### config.mk
export PLATFORM = sky130hd
export DESIGN_NAME = config_loader
export DESIGN_NICKNAME = d
export VERILOG_FILES = /design/src/rtl/config_loader_pkg.sv /design/src/rtl/config_crc16.sv /design/src/rtl/config_loader.sv
export SDC_FILE = /design/constraint.sdc
export NUM_CORES = 1
export LEC_CHECK = 0
export CORE_UTILIZATION = 49
export DETAILED_ROUTE_END_ITERATION = 10
export GPL_TIMING_DRIVEN = 0
export PLACE_DENSITY = 0.74
export SYNTH_ARGS = -nofsm -noshare
export SYNTH_HDL_FRONTEND = slang
export SYNTH_SLANG_ARGS = --single-unit
### constraint.sdc
create_clock -name config_clock -period 1.57 [get_ports config_clock]
set_input_delay 0.157 -clock config_clock [delete_from_list [all_inputs] [get_ports config_clock]]
set_output_delay 0.157 -clock config_clock [all_outputs]
set_load 0.005 [all_outputs]
### src/rtl/config_loader_pkg.sv
// Shared types and CRC constants for the configuration chain loader.
package config_loader_pkg;

  typedef enum logic [2:0] {
    IDLE  = 3'd0,
    LOAD  = 3'd1,
    SHIFT = 3'd2,
    CHECK = 3'd3,
    DONE  = 3'd4
  } state_t;

  localparam int unsigned CRC_WIDTH = 16;
  localparam logic [CRC_WIDTH-1:0] CRC_POLY = 16'h1021;
  localparam logic [CRC_WIDTH-1:0] CRC_INIT = 16'hFFFF;

endpackage

### src/rtl/config_crc16.sv
// Serial CRC-16-CCITT, one message bit per enabled cycle, MSB-first, no reflection.
module config_crc16
  import config_loader_pkg::*;
(
  input  logic                 clk,
  input  logic                 rst_n,
  input  logic                 init,
  input  logic                 enable,
  input  logic                 bit_in,
  output logic [CRC_WIDTH-1:0] crc
);

  logic                 feedback_c;
  logic [CRC_WIDTH-1:0] crc_next_c;

  always_comb begin
    feedback_c = crc[CRC_WIDTH-1] ^ bit_in;
    crc_next_c = {crc[CRC_WIDTH-2:0], 1'b0} ^ (feedback_c ? CRC_POLY : '0);
  end

  // init wins over enable so a fresh load always starts from the seed
  always_ff @(posedge clk) begin
    if (!rst_n) begin
      crc <= CRC_INIT;
    end else if (init) begin
      crc <= CRC_INIT;
    end else if (enable) begin
      crc <= crc_next_c;
    end
  end

endmodule

### src/rtl/config_loader.sv
// Host-word to serial bitstream loader driving the tile configuration chain head.
// Optional trailing CRC check enabled with `define CONFIG_LOADER_CRC_EN.
module config_loader
  import config_loader_pkg::*;
#(
  parameter int unsigned CHAIN_LENGTH = 384,
  parameter int unsigned WORD_WIDTH   = 8
) (
  input  logic                  config_clock,
  input  logic                  config_nreset,
  input  logic                  start,
  input  logic [WORD_WIDTH-1:0] word_data,
  input  logic                  word_valid,
  output logic                  word_ready,
  output logic                  config_out,
  output logic                  config_enable,
  output logic                  busy,
  output logic                  done,
  output logic                  crc_error
);

  localparam int unsigned CNT_W = $clog2(CHAIN_LENGTH + 1);
  localparam int unsigned BL_W  = $clog2(WORD_WIDTH + 1);

  state_t                state;
  logic [WORD_WIDTH-1:0] shift_buf;
  logic [CNT_W-1:0]      bit_count;
  logic [BL_W-1:0]       bits_left;

  logic [CNT_W-1:0]      remaining_c;
  logic [BL_W-1:0]       first_bits_c;
  logic [WORD_WIDTH-1:0] buf_shl_c;
  logic                  last_bit_c;
  logic                  accept_c;
  logic                  restart_c;

  // Bits still owed to the chain bound the size of the next word
  always_comb begin
    remaining_c  = CNT_W'(CHAIN_LENGTH) - bit_count;
    first_bits_c = (32'(remaining_c) >= WORD_WIDTH) ? BL_W'(WORD_WIDTH) : BL_W'(remaining_c);
    buf_shl_c    = shift_buf << 1;
    last_bit_c   = (bit_count == CNT_W'(CHAIN_LENGTH - 1));
    accept_c     = word_valid && word_ready;
    restart_c    = start && ((state == IDLE) || (state == DONE));
  end

`ifdef CONFIG_LOADER_CRC_EN
  localparam int unsigned CHK_WORDS = (CRC_WIDTH + WORD_WIDTH - 1) / WORD_WIDTH;
  localparam int unsigned ACC_W     = CHK_WORDS * WORD_WIDTH;
  localparam int unsigned CHK_W     = $clog2(CHK_WORDS + 1);

  logic [CRC_WIDTH-1:0] crc_value;
  logic [ACC_W-1:0]     rx_acc;
  logic [CHK_W-1:0]     chk_count;
  logic [ACC_W-1:0]     rx_next_c;
  logic [CRC_WIDTH-1:0] rx_ref_c;
  logic                 chk_last_c;

  // Reference CRC is the top CRC_WIDTH bits of the concatenated check words
  always_comb begin
    rx_next_c  = ACC_W'({rx_acc, word_data});
    rx_ref_c   = rx_next_c[ACC_W-1 -: CRC_WIDTH];
    chk_last_c = (chk_count == CHK_W'(CHK_WORDS - 1));
  end

  config_crc16 u_crc (
    .clk    (config_clock),
    .rst_n  (config_nreset),
    .init   (restart_c),
    .enable (config_enable),
    .bit_in (config_out),
    .crc    (crc_value)
  );
`else
  assign crc_error = 1'b0;
`endif

  always_ff @(posedge config_clock) begin
    if (!config_nreset) begin
      state         <= IDLE;
      word_ready    <= 1'b0;
      config_out    <= 1'b0;
      config_enable <= 1'b0;
      busy          <= 1'b0;
      done          <= 1'b0;
      shift_buf     <= '0;
      bit_count     <= '0;
      bits_left     <= '0;
`ifdef CONFIG_LOADER_CRC_EN
      crc_error     <= 1'b0;
      rx_acc        <= '0;
      chk_count     <= '0;
`endif
    end else begin
      case (state)
        IDLE, DONE: begin
          if (restart_c) begin
            state      <= LOAD;
            bit_count  <= '0;
            done       <= 1'b0;
            busy       <= 1'b1;
            word_ready <= 1'b1;
`ifdef CONFIG_LOADER_CRC_EN
            crc_error  <= 1'b0;
            chk_count  <= '0;
`endif
          end
        end

        LOAD: begin
          if (accept_c) begin
            shift_buf     <= word_data;
            bits_left     <= first_bits_c;
            config_out    <= word_data[WORD_WIDTH-1];
            config_enable <= 1'b1;
            word_ready    <= 1'b0;
            state         <= SHIFT;
          end
        end

        // Each cycle here commits config_out into the chain on the next edge
        SHIFT: begin
          shift_buf <= buf_shl_c;
          bit_count <= bit_count + 1'b1;
          bits_left <= bits_left - 1'b1;
          if (last_bit_c) begin
            config_enable <= 1'b0;
            config_out    <= 1'b0;
`ifdef CONFIG_LOADER_CRC_EN
            state         <= CHECK;
            word_ready    <= 1'b1;
`else
            state         <= DONE;
            busy          <= 1'b0;
            done          <= 1'b1;
`endif
          end else if (bits_left == BL_W'(1)) begin
            config_enable <= 1'b0;
            config_out    <= 1'b0;
            word_ready    <= 1'b1;
            state         <= LOAD;
          end else begin
            config_out    <= buf_shl_c[WORD_WIDTH-1];
          end
        end

`ifdef CONFIG_LOADER_CRC_EN
        CHECK: begin
          if (accept_c) begin
            rx_acc    <= rx_next_c;
            chk_count <= chk_count + 1'b1;
            if (chk_last_c) begin
              state      <= DONE;
              word_ready <= 1'b0;
              busy       <= 1'b0;
              done       <= 1'b1;
              crc_error  <= (rx_ref_c != crc_value);
            end
          end
        end
`endif

        default: begin
          state         <= IDLE;
          word_ready    <= 1'b0;
          config_enable <= 1'b0;
          busy          <= 1'b0;
        end
      endcase
    end
  end

endmodule

==> flow_metrics.tcl <==
set metrics [dict create \
    utilization_pct 75.31 \
    syn-num-nets 202 \
    grt_pass1_vias 1459 \
    drc 3 \
    core-area_um2 2853 \
    yosysSeqAreaShare_pct 36.87 \
    dp_slack_ns -0.2114 \
    hpwl_um 2536 \
    worst_slew_pin_slew_ns 0.5638 \
    nets 241 \
    io_pins 18 \
    ys.warnings.count 0 \
    finalSetupViolCount 8 \
    synth_top_area_cell "dfxtp_1" \
    async_reset_ff_share_pct 0 \
    grtUsageTotal_pct 24.56 \
    cp_max_fo 3 \
    cp_cell_sequence "inv_4, ha_4, or4bb_1, a21oi_2, o221a_2, o21ba_4" \
    rsz0062_at_grt "true" \
    yosysTopAreaCellShare_pct 36.87 \
    ir_drop_v 0.0007248 \
    fin_skew_ns 0.004279 \
    vias 1594 \
    clk_pin_slew_ns 0.15 \
    powerDensity_nw_per_um2 682.2 \
    synth-edff-count 0 \
    p_total_uw 1466 \
    drt_iter0_markers 143 \
    ant_nets 0 \
    violations "design-rule violations, negative setup slack" \
    stdcell_count 254 \
    netlist_area_um2 1520 \
    p_leak_uw 0.0007963 \
    critical_path_buf_inv_count 1 \
    die_area_um2 3329 \
    outcome "finished, violations left" \
    worstSetupStartpointType "flop" \
    cts_root_buf "clkbuf_4" \
    numCtsBuffers 3 \
    slew_headroom_pct 62.41 \
    endpoint_kind "flop" \
    crit_type "reg2reg" \
    yosysMostFrequentCell "dfxtp_1" \
    grt_pass1_wl_um 6430 \
    grt_max_degree 16 \
    core.rowCount 19 \
    required_ns 1.87 \
    syn_to_final_growth_pct 41.32 \
    antenna_found_initial 0 \
    ys.flop_type "dfxtp_1" \
    placement.io_buffers 16 \
    clk_latency_ns 0.34 \
    diodes 0 \
    die_x_um 57.70 \
    hold_slack_ns 0.3669 \
    maxSlewViolCount 0 \
    htreeDepth 1 \
    finalHoldViolCount 0 \
    fin_ws_ns -0.1023 \
    gp_congestion 0.8862 \
    ys_ff_latch 28 \
    max_stage_delay_ns 0.50 \
    synthTopCellsByCount "28 x dfxtp_1, 22 x a21oi_1, 19 x nor2_1" \
    place_inst 232 \
    synth_cells 185 \
    viasPerCell 6.276 \
    synthTopCellsByArea "dfxtp_1 37%, a21oi_1 7.2%, nor2_1 4.7%, ha_1 4.1%, nand2_1 3.7%" \
    die_y_um 57.70 \
    fmax_ghz 0.5980 \
    crit_slowest_cell "or4bb_1" \
    start_util_pct 53.29 \
    clock_path_buffers 2 \
    cts_tree "done" \
    crit_family "compound AO/OA/AOI/OAI gates" \
    drive_gt1_share_pct 32.29 \
    period_share_pct 106.5 \
    fin_crit_ns 1.672 \
    dr.pass1.iters 7 \
    overflow 0 \
    cts.sinks 28 \
    routed_wl_um 4351 \
    hold_buffers 0 \
    min_path_type "in2reg" \
    cp.arrival_ns 1.97 \
    syn_area_per_cell_um2 8.217 \
    wl_per_cell_um 17.13 \
    maxCapViolCount 0 \
    yosysUniqueCellTypes 47 \
]
[registers in the layout, summed over array words and instances, names as in the netlist]
| signal | count |
|---|---|
| bits_left | 4 |
| busy | 1 |
| bit_count | 9 |
| config_out | 1 |
| config_enable | 1 |
| word_ready | 1 |
| done | 1 |
| state | 3 |
| shift_buf | 7 |
[final cells by class]
cell class / count / area, µm²
multi-input combinational: 139 / 1066
fill: 205 / 704.4
sequential: 28 / 578.1
timing repair buffer: 35 / 326.6
buffer: 11 / 85.08
tap: 31 / 38.79
inverter: 6 / 27.53
clock buffer: 4 / 26.28
[what timing repair did]
action / 4_1_cts / 5_1_grt
endpoints found under the setup margin: 24 / 24
buffers inserted: 13 / 5
pin swaps: 19 / 10
gates cloned: 1 / 1
gates resized for setup: 29 / 30
[path summary, 6_finish.rpt]
| path | start | cells after the start | to | slack, ns |
|---|---|---|---|---|
| max reg2reg | bit_count[0] | 6 | bits_left[2] | -0.10 |
| max | bit_count[0] | 6 | bits_left[2] | -0.10 |
| min reg2reg | shift_buf[5] | 2 | shift_buf[5] | 0.47 |
| min | word_data[0] | 3 | shift_buf[0] | 0.37 |
[worst reg2reg max path: cells and delay by family (launching register included)]
kind | cells | cell delay [ns]
buf+inv | 1 | 0.05
simple gates | 1 | 0.50
flops | 1 | 0.40
compound gates | 3 | 0.54
fa+ha+maj | 1 | 0.15
[report_power, final]
group          switching (µW)  leakage (µW)  internal (µW)
sequential               30.1      0.000231            739
clock                     225     0.0000150            100
combinational             186      0.000550            186
[per-stage QoR]
stage / cell area (µm²) / setup TNS [ns]
final: 2148 / -0.4983
after CTS: 1992 / -0.4465
after global routing: 2148 / -1.158
after detailed placement: 1755 / -2.696
after floorplan: 1556 / -0.04217
after global placement: 1755 / -2.021
[layer usage]
| layer | wire length (µm) | part of all wire [%] | track usage [%] |
|---|---|---|---|
| met5 | 0 | 0 | 0 |
| met4 | 74 | 1.7 | 7.483 |
| met3 | 205 | 4.7 | 4.688 |
| met2 | 2208 | 51 | 41.86 |
| met1 | 1862 | 43 | 31.65 |
[cells by family after synthesis]
kind of cell | Yosys count | share of synthesized area, %
AO/OA/AOI/OAI | 60 | 26.59
XOR/XNOR | 2 | 1.152
adder cells (fa/ha/maj) | 5 | 4.115
buffers and inverters | 19 | 6.420
flip-flops | 28 | 36.87
multiplexers | 1 | 0.7407
other | 1 | 0.2467
AND/OR/NAND/NOR | 69 | 23.87
[layout by cell type, fill, tap and decap left out, types with 2 or more instances in the layout]
cell	Yosys	final
a21oi_1	22	17
a21oi_2	0	5
a22oi_1	7	7
buf_2	6	2
buf_4	1	20
buf_6	2	2
buf_8	0	2
clkbuf_1	4	4
clkbuf_4	0	3
clkdlybuf4s50_1	0	16
dfxtp_1	28	22
dfxtp_2	0	2
dfxtp_4	0	4
ha_1	5	3
ha_4	0	2
inv_1	6	4
inv_4	0	2
nand2_1	15	15
nand3_1	6	5
nand4b_1	2	2
nor2_1	19	17
nor2_2	1	2
nor2_4	0	2
nor3_1	6	4
nor3_4	0	2
nor3b_4	0	2
o211ai_1	2	2
o21ai_0	8	4
o21ai_1	0	2
o221a_2	2	2
o221ai_1	3	3
o22ai_1	4	4
or3_1	2	2
or3b_4	0	4
or4_1	3	3
Note: power is estimated with default switching activity, not from simulation.
